### src/rtl/apb_rr_pkg.sv
// Shared types and helpers for the round-robin APB3 master.
package apb_rr_pkg;

  typedef enum logic [1:0] {
    IDLE   = 2'd0,
    SETUP  = 2'd1,
    ACCESS = 2'd2
  } apb_state_e;

  localparam int APB_ADDR_W = 32;
  localparam int APB_DATA_W = 32;

  // Width of a requester index; at least one bit even for a single requester.
  function automatic int ptr_width(input int n);
    return (n > 1) ? $clog2(n) : 1;
  endfunction

  // Increment an index modulo n (n need not be a power of two).
  function automatic int wrap_inc(input int idx, input int n);
    return (idx + 1 >= n) ? 0 : idx + 1;
  endfunction

endpackage

### src/rtl/apb_rr_if.sv
// Bundle of requester-side and APB-side signals of the round-robin master.
//
// Handshake semantics:
//   A requester raises req_valid[i] with req_write/req_addr/req_wdata stable and
//   keeps them until req_ready[i] pulses (one cycle, one-hot) -- that pulse is the
//   capture point. Dropping req_valid[i] before req_ready[i] withdraws the request.
//   rsp_valid[i] pulses for one cycle when the transfer ends; rsp_rdata and
//   rsp_err are meaningful only in that cycle. There is no backpressure on rsp.
interface apb_rr_if #(
  parameter int N_REQ  = 2,
  parameter int ADDR_W = 32,
  parameter int DATA_W = 32
);
  // requester side
  logic [N_REQ-1:0]             req_valid;
  logic [N_REQ-1:0]             req_write;
  logic [N_REQ-1:0][ADDR_W-1:0] req_addr;
  logic [N_REQ-1:0][DATA_W-1:0] req_wdata;
  logic [N_REQ-1:0]             req_ready;
  logic [N_REQ-1:0]             rsp_valid;
  logic [DATA_W-1:0]            rsp_rdata;
  logic                         rsp_err;

  // APB side
  logic              PSEL;
  logic              PENABLE;
  logic              PWRITE;
  logic [ADDR_W-1:0] PADDR;
  logic [DATA_W-1:0] PWDATA;
  logic [DATA_W-1:0] PRDATA;
  logic              PREADY;
  logic              PSLVERR;

  modport master (
    input  req_valid, req_write, req_addr, req_wdata, PRDATA, PREADY, PSLVERR,
    output req_ready, rsp_valid, rsp_rdata, rsp_err,
           PSEL, PENABLE, PWRITE, PADDR, PWDATA
  );

  modport requester (
    output req_valid, req_write, req_addr, req_wdata,
    input  req_ready, rsp_valid, rsp_rdata, rsp_err
  );

  modport slave (
    input  PSEL, PENABLE, PWRITE, PADDR, PWDATA,
    output PRDATA, PREADY, PSLVERR
  );
endinterface

### src/rtl/apb_rr_arbiter.sv
// Combinational round-robin grant: first set request at or after ptr_i, wrapping.
module apb_rr_arbiter #(
  parameter int N_REQ = 2,
  parameter int PTR_W = 1
) (
  input  logic [N_REQ-1:0] req_i,
  input  logic [PTR_W-1:0] ptr_i,
  output logic [N_REQ-1:0] gnt_o,
  output logic [PTR_W-1:0] idx_o,
  output logic             any_o
);

  // Scan from the pointer upward and take the first active requester.
  always_comb begin
    int j;
    gnt_o = '0;
    idx_o = '0;
    any_o = 1'b0;
    j     = 0;
    for (int i = 0; i < N_REQ; i++) begin
      j = int'(ptr_i) + i;
      if (j >= N_REQ) j = j - N_REQ;
      if (!any_o && req_i[j]) begin
        any_o    = 1'b1;
        gnt_o[j] = 1'b1;
        idx_o    = PTR_W'(j);
      end
    end
  end

endmodule

### src/rtl/apb_rr_master.sv
// APB3 master sharing one bus among N_REQ requesters with round-robin grant.
// IDLE -> SETUP -> ACCESS -> IDLE; every output is registered.
// Optional feature: define APB_TIMEOUT_EN to abort an ACCESS phase that waits
// TIMEOUT_CYCLES cycles on PREADY (response then carries rsp_err=1, rsp_rdata=0).
module apb_rr_master
  import apb_rr_pkg::*;
#(
  parameter int N_REQ          = 2,
  parameter int ADDR_W         = APB_ADDR_W,
  parameter int DATA_W         = APB_DATA_W,
  parameter int TIMEOUT_CYCLES = 16
) (
  input  logic       PCLK,
  input  logic       PRESETn,
  apb_rr_if.master   bus,
  output apb_state_e state_o
);

  localparam int PTR_W = ptr_width(N_REQ);

  if (N_REQ < 2 || N_REQ > 8 || TIMEOUT_CYCLES < 1) begin : g_bad_cfg
    $error("apb_rr_master: N_REQ must be 2..8 and TIMEOUT_CYCLES >= 1");
  end

  apb_state_e        state_q, state_d;
  logic [PTR_W-1:0]  ptr_q, ptr_d;
  logic [PTR_W-1:0]  gidx_q, gidx_d;
  logic              psel_q, psel_d;
  logic              penable_q, penable_d;
  logic              pwrite_q, pwrite_d;
  logic [ADDR_W-1:0] paddr_q, paddr_d;
  logic [DATA_W-1:0] pwdata_q, pwdata_d;
  logic [N_REQ-1:0]  req_ready_q, req_ready_d;
  logic [N_REQ-1:0]  rsp_valid_q, rsp_valid_d;
  logic [DATA_W-1:0] rsp_rdata_q, rsp_rdata_d;
  logic              rsp_err_q, rsp_err_d;

`ifdef APB_TIMEOUT_EN
  localparam int CNT_W = $clog2(TIMEOUT_CYCLES + 1);
  logic [CNT_W-1:0] cnt_q, cnt_d;
`endif

  logic [N_REQ-1:0] arb_gnt;
  logic [PTR_W-1:0] arb_idx;
  logic             arb_any;

  apb_rr_arbiter #(.N_REQ(N_REQ), .PTR_W(PTR_W)) u_arb (
    .req_i (bus.req_valid),
    .ptr_i (ptr_q),
    .gnt_o (arb_gnt),
    .idx_o (arb_idx),
    .any_o (arb_any)
  );

  // Next-state and output-register values; everything holds unless a phase changes it.
  always_comb begin
    state_d     = state_q;
    ptr_d       = ptr_q;
    gidx_d      = gidx_q;
    psel_d      = psel_q;
    penable_d   = penable_q;
    pwrite_d    = pwrite_q;
    paddr_d     = paddr_q;
    pwdata_d    = pwdata_q;
    req_ready_d = '0;
    rsp_valid_d = '0;
    rsp_rdata_d = rsp_rdata_q;
    rsp_err_d   = rsp_err_q;
`ifdef APB_TIMEOUT_EN
    cnt_d       = cnt_q;
`endif
    case (state_q)
      IDLE: begin
        // Requests are only sampled here, so an in-flight requester is never re-granted early.
        if (arb_any) begin
          req_ready_d = arb_gnt;
          gidx_d      = arb_idx;
          ptr_d       = PTR_W'(wrap_inc(int'(arb_idx), N_REQ));
          pwrite_d    = bus.req_write[arb_idx];
          paddr_d     = bus.req_addr[arb_idx];
          pwdata_d    = bus.req_wdata[arb_idx];
          psel_d      = 1'b1;
          penable_d   = 1'b0;
          state_d     = SETUP;
        end
      end
      SETUP: begin
        penable_d = 1'b1;
        state_d   = ACCESS;
`ifdef APB_TIMEOUT_EN
        cnt_d     = '0;
`endif
      end
      ACCESS: begin
        if (bus.PREADY) begin
          rsp_valid_d[gidx_q] = 1'b1;
          if (!pwrite_q) rsp_rdata_d = bus.PRDATA;
          rsp_err_d = bus.PSLVERR;
          psel_d    = 1'b0;
          penable_d = 1'b0;
          state_d   = IDLE;
        end
`ifdef APB_TIMEOUT_EN
        else if (cnt_q == CNT_W'(TIMEOUT_CYCLES - 1)) begin
          rsp_valid_d[gidx_q] = 1'b1;
          rsp_rdata_d = '0;
          rsp_err_d   = 1'b1;
          psel_d      = 1'b0;
          penable_d   = 1'b0;
          state_d     = IDLE;
        end else begin
          cnt_d = cnt_q + 1'b1;
        end
`endif
      end
      default: begin
        psel_d    = 1'b0;
        penable_d = 1'b0;
        state_d   = IDLE;
      end
    endcase
  end

  // State and output registers; reset discards any transfer in progress.
  always_ff @(posedge PCLK) begin
    if (!PRESETn) begin
      state_q     <= IDLE;
      ptr_q       <= '0;
      gidx_q      <= '0;
      psel_q      <= 1'b0;
      penable_q   <= 1'b0;
      pwrite_q    <= 1'b0;
      paddr_q     <= '0;
      pwdata_q    <= '0;
      req_ready_q <= '0;
      rsp_valid_q <= '0;
      rsp_rdata_q <= '0;
      rsp_err_q   <= 1'b0;
`ifdef APB_TIMEOUT_EN
      cnt_q       <= '0;
`endif
    end else begin
      state_q     <= state_d;
      ptr_q       <= ptr_d;
      gidx_q      <= gidx_d;
      psel_q      <= psel_d;
      penable_q   <= penable_d;
      pwrite_q    <= pwrite_d;
      paddr_q     <= paddr_d;
      pwdata_q    <= pwdata_d;
      req_ready_q <= req_ready_d;
      rsp_valid_q <= rsp_valid_d;
      rsp_rdata_q <= rsp_rdata_d;
      rsp_err_q   <= rsp_err_d;
`ifdef APB_TIMEOUT_EN
      cnt_q       <= cnt_d;
`endif
    end
  end

  assign bus.PSEL      = psel_q;
  assign bus.PENABLE   = penable_q;
  assign bus.PWRITE    = pwrite_q;
  assign bus.PADDR     = paddr_q;
  assign bus.PWDATA    = pwdata_q;
  assign bus.req_ready = req_ready_q;
  assign bus.rsp_valid = rsp_valid_q;
  assign bus.rsp_rdata = rsp_rdata_q;
  assign bus.rsp_err   = rsp_err_q;
  assign state_o       = state_q;

endmodule

### src/flat_wrapper.sv
// flat-port wrapper written by rule: the top's interface ports become plain ports
module apb_rr_master_flat import apb_rr_pkg::*;
#(
  parameter int N_REQ          = 2,
  parameter int ADDR_W         = APB_ADDR_W,
  parameter int DATA_W         = APB_DATA_W,
  parameter int TIMEOUT_CYCLES = 16
)
  (PCLK, PRESETn, state_o, bus_req_valid, bus_req_write, bus_req_addr, bus_req_wdata, bus_PRDATA, bus_PREADY, bus_PSLVERR, bus_req_ready, bus_rsp_valid, bus_rsp_rdata, bus_rsp_err, bus_PSEL, bus_PENABLE, bus_PWRITE, bus_PADDR, bus_PWDATA);
  apb_rr_if #(.N_REQ(N_REQ), .ADDR_W(ADDR_W), .DATA_W(DATA_W)) bus_i ();
  input  logic PCLK;
  input  logic PRESETn;
  output apb_state_e state_o;
  input wire logic [$bits(bus_i.req_valid)-1:0] bus_req_valid;
  input wire logic [$bits(bus_i.req_write)-1:0] bus_req_write;
  input wire logic [$bits(bus_i.req_addr)-1:0] bus_req_addr;
  input wire logic [$bits(bus_i.req_wdata)-1:0] bus_req_wdata;
  input wire logic [$bits(bus_i.PRDATA)-1:0] bus_PRDATA;
  input wire logic [$bits(bus_i.PREADY)-1:0] bus_PREADY;
  input wire logic [$bits(bus_i.PSLVERR)-1:0] bus_PSLVERR;
  output wire logic [$bits(bus_i.req_ready)-1:0] bus_req_ready;
  output wire logic [$bits(bus_i.rsp_valid)-1:0] bus_rsp_valid;
  output wire logic [$bits(bus_i.rsp_rdata)-1:0] bus_rsp_rdata;
  output wire logic [$bits(bus_i.rsp_err)-1:0] bus_rsp_err;
  output wire logic [$bits(bus_i.PSEL)-1:0] bus_PSEL;
  output wire logic [$bits(bus_i.PENABLE)-1:0] bus_PENABLE;
  output wire logic [$bits(bus_i.PWRITE)-1:0] bus_PWRITE;
  output wire logic [$bits(bus_i.PADDR)-1:0] bus_PADDR;
  output wire logic [$bits(bus_i.PWDATA)-1:0] bus_PWDATA;
  assign bus_i.req_valid = bus_req_valid;
  assign bus_i.req_write = bus_req_write;
  assign bus_i.req_addr = bus_req_addr;
  assign bus_i.req_wdata = bus_req_wdata;
  assign bus_i.PRDATA = bus_PRDATA;
  assign bus_i.PREADY = bus_PREADY;
  assign bus_i.PSLVERR = bus_PSLVERR;
  assign bus_req_ready = bus_i.req_ready;
  assign bus_rsp_valid = bus_i.rsp_valid;
  assign bus_rsp_rdata = bus_i.rsp_rdata;
  assign bus_rsp_err = bus_i.rsp_err;
  assign bus_PSEL = bus_i.PSEL;
  assign bus_PENABLE = bus_i.PENABLE;
  assign bus_PWRITE = bus_i.PWRITE;
  assign bus_PADDR = bus_i.PADDR;
  assign bus_PWDATA = bus_i.PWDATA;
  apb_rr_master #(.N_REQ(N_REQ), .ADDR_W(ADDR_W), .DATA_W(DATA_W), .TIMEOUT_CYCLES(TIMEOUT_CYCLES)) u_core (.PCLK(PCLK), .PRESETn(PRESETn), .bus(bus_i), .state_o(state_o));
endmodule
### config.mk
export PLATFORM = sky130hd
export DESIGN_NAME = apb_rr_master_flat
export DESIGN_NICKNAME = d
export VERILOG_FILES = /design/src/rtl/apb_rr_pkg.sv /design/src/rtl/apb_rr_if.sv /design/src/rtl/apb_rr_arbiter.sv /design/src/rtl/apb_rr_master.sv /design/src/flat_wrapper.sv
export SDC_FILE = /design/constraint.sdc
export NUM_CORES = 1
export LEC_CHECK = 0
export ABC_CLOCK_PERIOD_IN_PS = 1500
export CAP_MARGIN = 20
export CORE_ASPECT_RATIO = 1.2
export CORE_UTILIZATION = 38
export CTS_CLUSTER_DIAMETER = 30
export CTS_CLUSTER_SIZE = 25
export DETAILED_ROUTE_END_ITERATION = 12
export PLACE_DENSITY = 0.81
export SLEW_MARGIN = 10
export SYNTH_ARGS = -nofsm -noshare
export SYNTH_HDL_FRONTEND = slang
export SYNTH_SLANG_ARGS = --single-unit
export TNS_END_PERCENT = 30
### constraint.sdc
create_clock -name PCLK -period 1.5 [get_ports PCLK]
set_input_delay 0.3 -clock PCLK [delete_from_list [all_inputs] [get_ports PCLK]]
set_output_delay 0.3 -clock PCLK [all_outputs]
set_load 0.02 [all_outputs]
==> impl_results.md <==
* Run status: finished clean
* Initial antenna violation count at 0
* Post-Synthesis Cells at 567
* #FFs+latches synth at 107
* Worst hold path type: input pin to flop
* Initial drt markers at 380
* CTS tree: built
* Share of synthesized registers carrying an async set or reset at 0
* Die Y at 123 um
* Global-route wire length before repair at 24900 um
* WP data required at 1720 ps
* RSZ-0062 raised after global routing: no
* Max_slew headroom at 0.759
* Hold-fix buffers at CTS at 0
* Drt via density at 5.63
* Fill cells at 1031
* Final Max Slew Viols at 0
* H-tree depth at 3
* Clock Latency Late Sink at 340 ps
* Drc violations at 0
* CP endpoint: u_core.bus.PADDR[25]
* Mux contribution to synthesized area at 0.00216
* CTS root buffer: clkbuf_16
* R2R cell count at 5
* Skew final at 10.4 ps
* Core area at 0.0117 mm^2
* Share of cells above drive strength 1 at 0.0735
* Largest net degree at the start of global routing at 62
* Pleak at 3.11 nW
* Mapped Area at 0.00463 mm^2
* DR vias at 5480
* Effective utilization at floorplan at 0.395
* # clock sinks at 107
* Post-synth EDFFs at 0
* TritonCTS buffer count at 9
* Reg2reg end: u_core.bus.PADDR[25]
* Clock buffer depth at 2
* Port Buf Inserts at 273
* Synth unique cells at 32
* Avg Cell Area, Syn at 8.17 um^2
* Worst VDD drop at 556 uV
* Total gr overflow at 0
* Die area at 0.0126 mm^2
* Reg2reg setup slack at 60 ps
* Die width at 103 um
* Fin crit period at 1440 ps
* Design Power at 7.47 mW
* Final Hold Viols at 0
* Setup ws final at 62.0 ps
* Final GP Congestion at 0.791
* Post-Route WL at 17200 um
* Slew of the pin with the lowest slew margin at 362 ps
* Wire length per cell at 17.7 um
* Synth Area in Simple Gates at 0.242
* Vias in the first global route at 5219
* XOR/XNOR share of the synthesized area at 0
* Crit. End Element: flop
* Max_cap viols at 0
* Adder-Cell Fraction of Synth Area at 0
* Total GRT Usage at 0.251
* Most common cell after layout, fill and taps aside: clkdlybuf4s50_1
* Syn Nets at 735
* Post-place setup slack at -170 ps
* Clock-pin slew on the worst setup and hold paths at 70 ps
* Setup violations, final at 0
* Drt pass-1 iters at 7
* Critical Path Start Type: flop
* FP Rows at 43
* ANT cells at 0
* DP Area at 0.00753 mm^2
* Boundary Pins at 274
* P&R area growth vs syn at 67.2%
* Most frequent cells in the layout: clkdlybuf4s50_1 (166), dfxtp_1 (106), dlygate4sd2_1 (105)
* Largest fanout on the critical path at 42
* Tcrit/Tclk final at 0.959
* Seq/Total Area, Yosys at 0.463
* Post-synth top flop: dfxtp_1
* Number of routed nets with antenna violations at 0
* Main combinational cell family by area after synthesis: simple AND/OR/NAND/NOR gates
* Worst EP arrival at 1650 ps
* Detail Placement HPWL at 12100 um
* CP Class: flop to flop
* Setup crit start: u_core.bus.PENABLE
* Max Fclk at 0.695 GHz
* Synthesis Warnings at 0
* Reg2reg start: u_core.bus.PENABLE
* Compound-gate portion of the synthesized area at 0.206
* PwrDens at 964 mW/mm^2
* Post-route cell area at 0.00774 mm^2
* Nets at 979
[layout make-up]
class	instances	area (um^2)	share of cell area
Clock inverter	6	48.8	0.00630
Tap cell	157	196	0.0254
Inverter	2	8.76	0.00113
Timing Repair Buffer	305	2990	0.387
Sequential cell	107	2140	0.277
Clock buffer	10	239	0.0309
Multi-Input combinational cell	386	2110	0.273
[where the power goes]
group / switching (mW) / internal [mW]
clock network: 1.10 / 1.19
registers: 0.108 / 3.05
logic: 1.06 / 0.958
[metrics by stage]
step           TNS [ps]   util  instances  hold WS [ps]
6_report              0  0.660        973           350
5_1_grt               0  0.660        973           379
4_1_cts               0  0.655        969           349
3_5_place_dp     -11060  0.642        953           441
3_3_place_gp      -7150  0.642        953           416
2_1_floorplan         0      -        567           396
[synthesized netlist by cell type, types with 4 or more instances]
master | count | area share
dfxtp_1 | 107 | 0.46
nand3_1 | 66 | 0.071
a31oi_1 | 65 | 0.088
nand2_1 | 65 | 0.053
nand4_1 | 65 | 0.088
o21ai_0 | 49 | 0.053
a21oi_1 | 35 | 0.038
clkbuf_1 | 26 | 0.021
buf_2 | 24 | 0.026
o21ai_1 | 17 | 0.018
buf_6 | 10 | 0.024
buf_4 | 5 | 0.0081
clkbuf_2 | 4 | 0.0043
nor2_1 | 4 | 0.0032
[critical path: stages, from the launching register on]
cell and delay [ps]:
dfxtp_1 340, buf_4 170, or2_4 260, buf_12 170, o21ai_0 230, a31oi_1 120
[flip-flops by register name, summed over array words and instances, names as in the netlist]
| register | count |
|---|---|
| u_core.bus.req_ready | 2 |
| u_core.bus.PSEL | 1 |
| u_core.bus.PENABLE | 1 |
| u_core.bus.rsp_rdata | 32 |
| u_core.bus.rsp_err | 1 |
| u_core.bus.PADDR | 32 |
| u_core.ptr_q | 1 |
| u_core.bus.PWRITE | 1 |
| u_core.gidx_q | 1 |
| u_core.bus.rsp_valid | 2 |
| u_core.bus.PWDATA | 32 |
| u_core.state_o | 1 |
[routing by layer]
layer | GRT usage | wire length (um)
met1 | 0.281 | 6530
met2 | 0.446 | 8670
met3 | 0.0639 | 1490
met4 | 0.104 | 503
met5 | 0 | 0
[logic make-up after synthesis]
logic type | count (synthesis)
AO/OA/AOI/OAI | 171
flip-flops | 107
multiplexers | 1
AND/OR/NAND/NOR | 214
buffers and inverters | 74
[timing repair]
action / CTS / global route
gates cloned: 0 / 1
setup buffers: 0 / 3
resized for setup: 108 / 3
pin swaps: 1 / 1
setup endpoints to repair: 107 / 24
[how the worst min path moves through the flow]
stage	start	end	slack [ps]	cells after the start
after CTS	bus_req_valid[1]	u_core.gidx_q	350	3
after detailed placement	u_core.gidx_q	u_core.bus.rsp_valid[0]	440	1
after global routing	bus_req_valid[1]	u_core.gidx_q	380	3
final	bus_req_valid[1]	u_core.gidx_q	350	3
after global placement	u_core.gidx_q	u_core.bus.rsp_valid[0]	420	1
after floorplan	u_core.gidx_q	u_core.bus.rsp_valid[0]	400	1
Power figures use the tool's default switching activity.
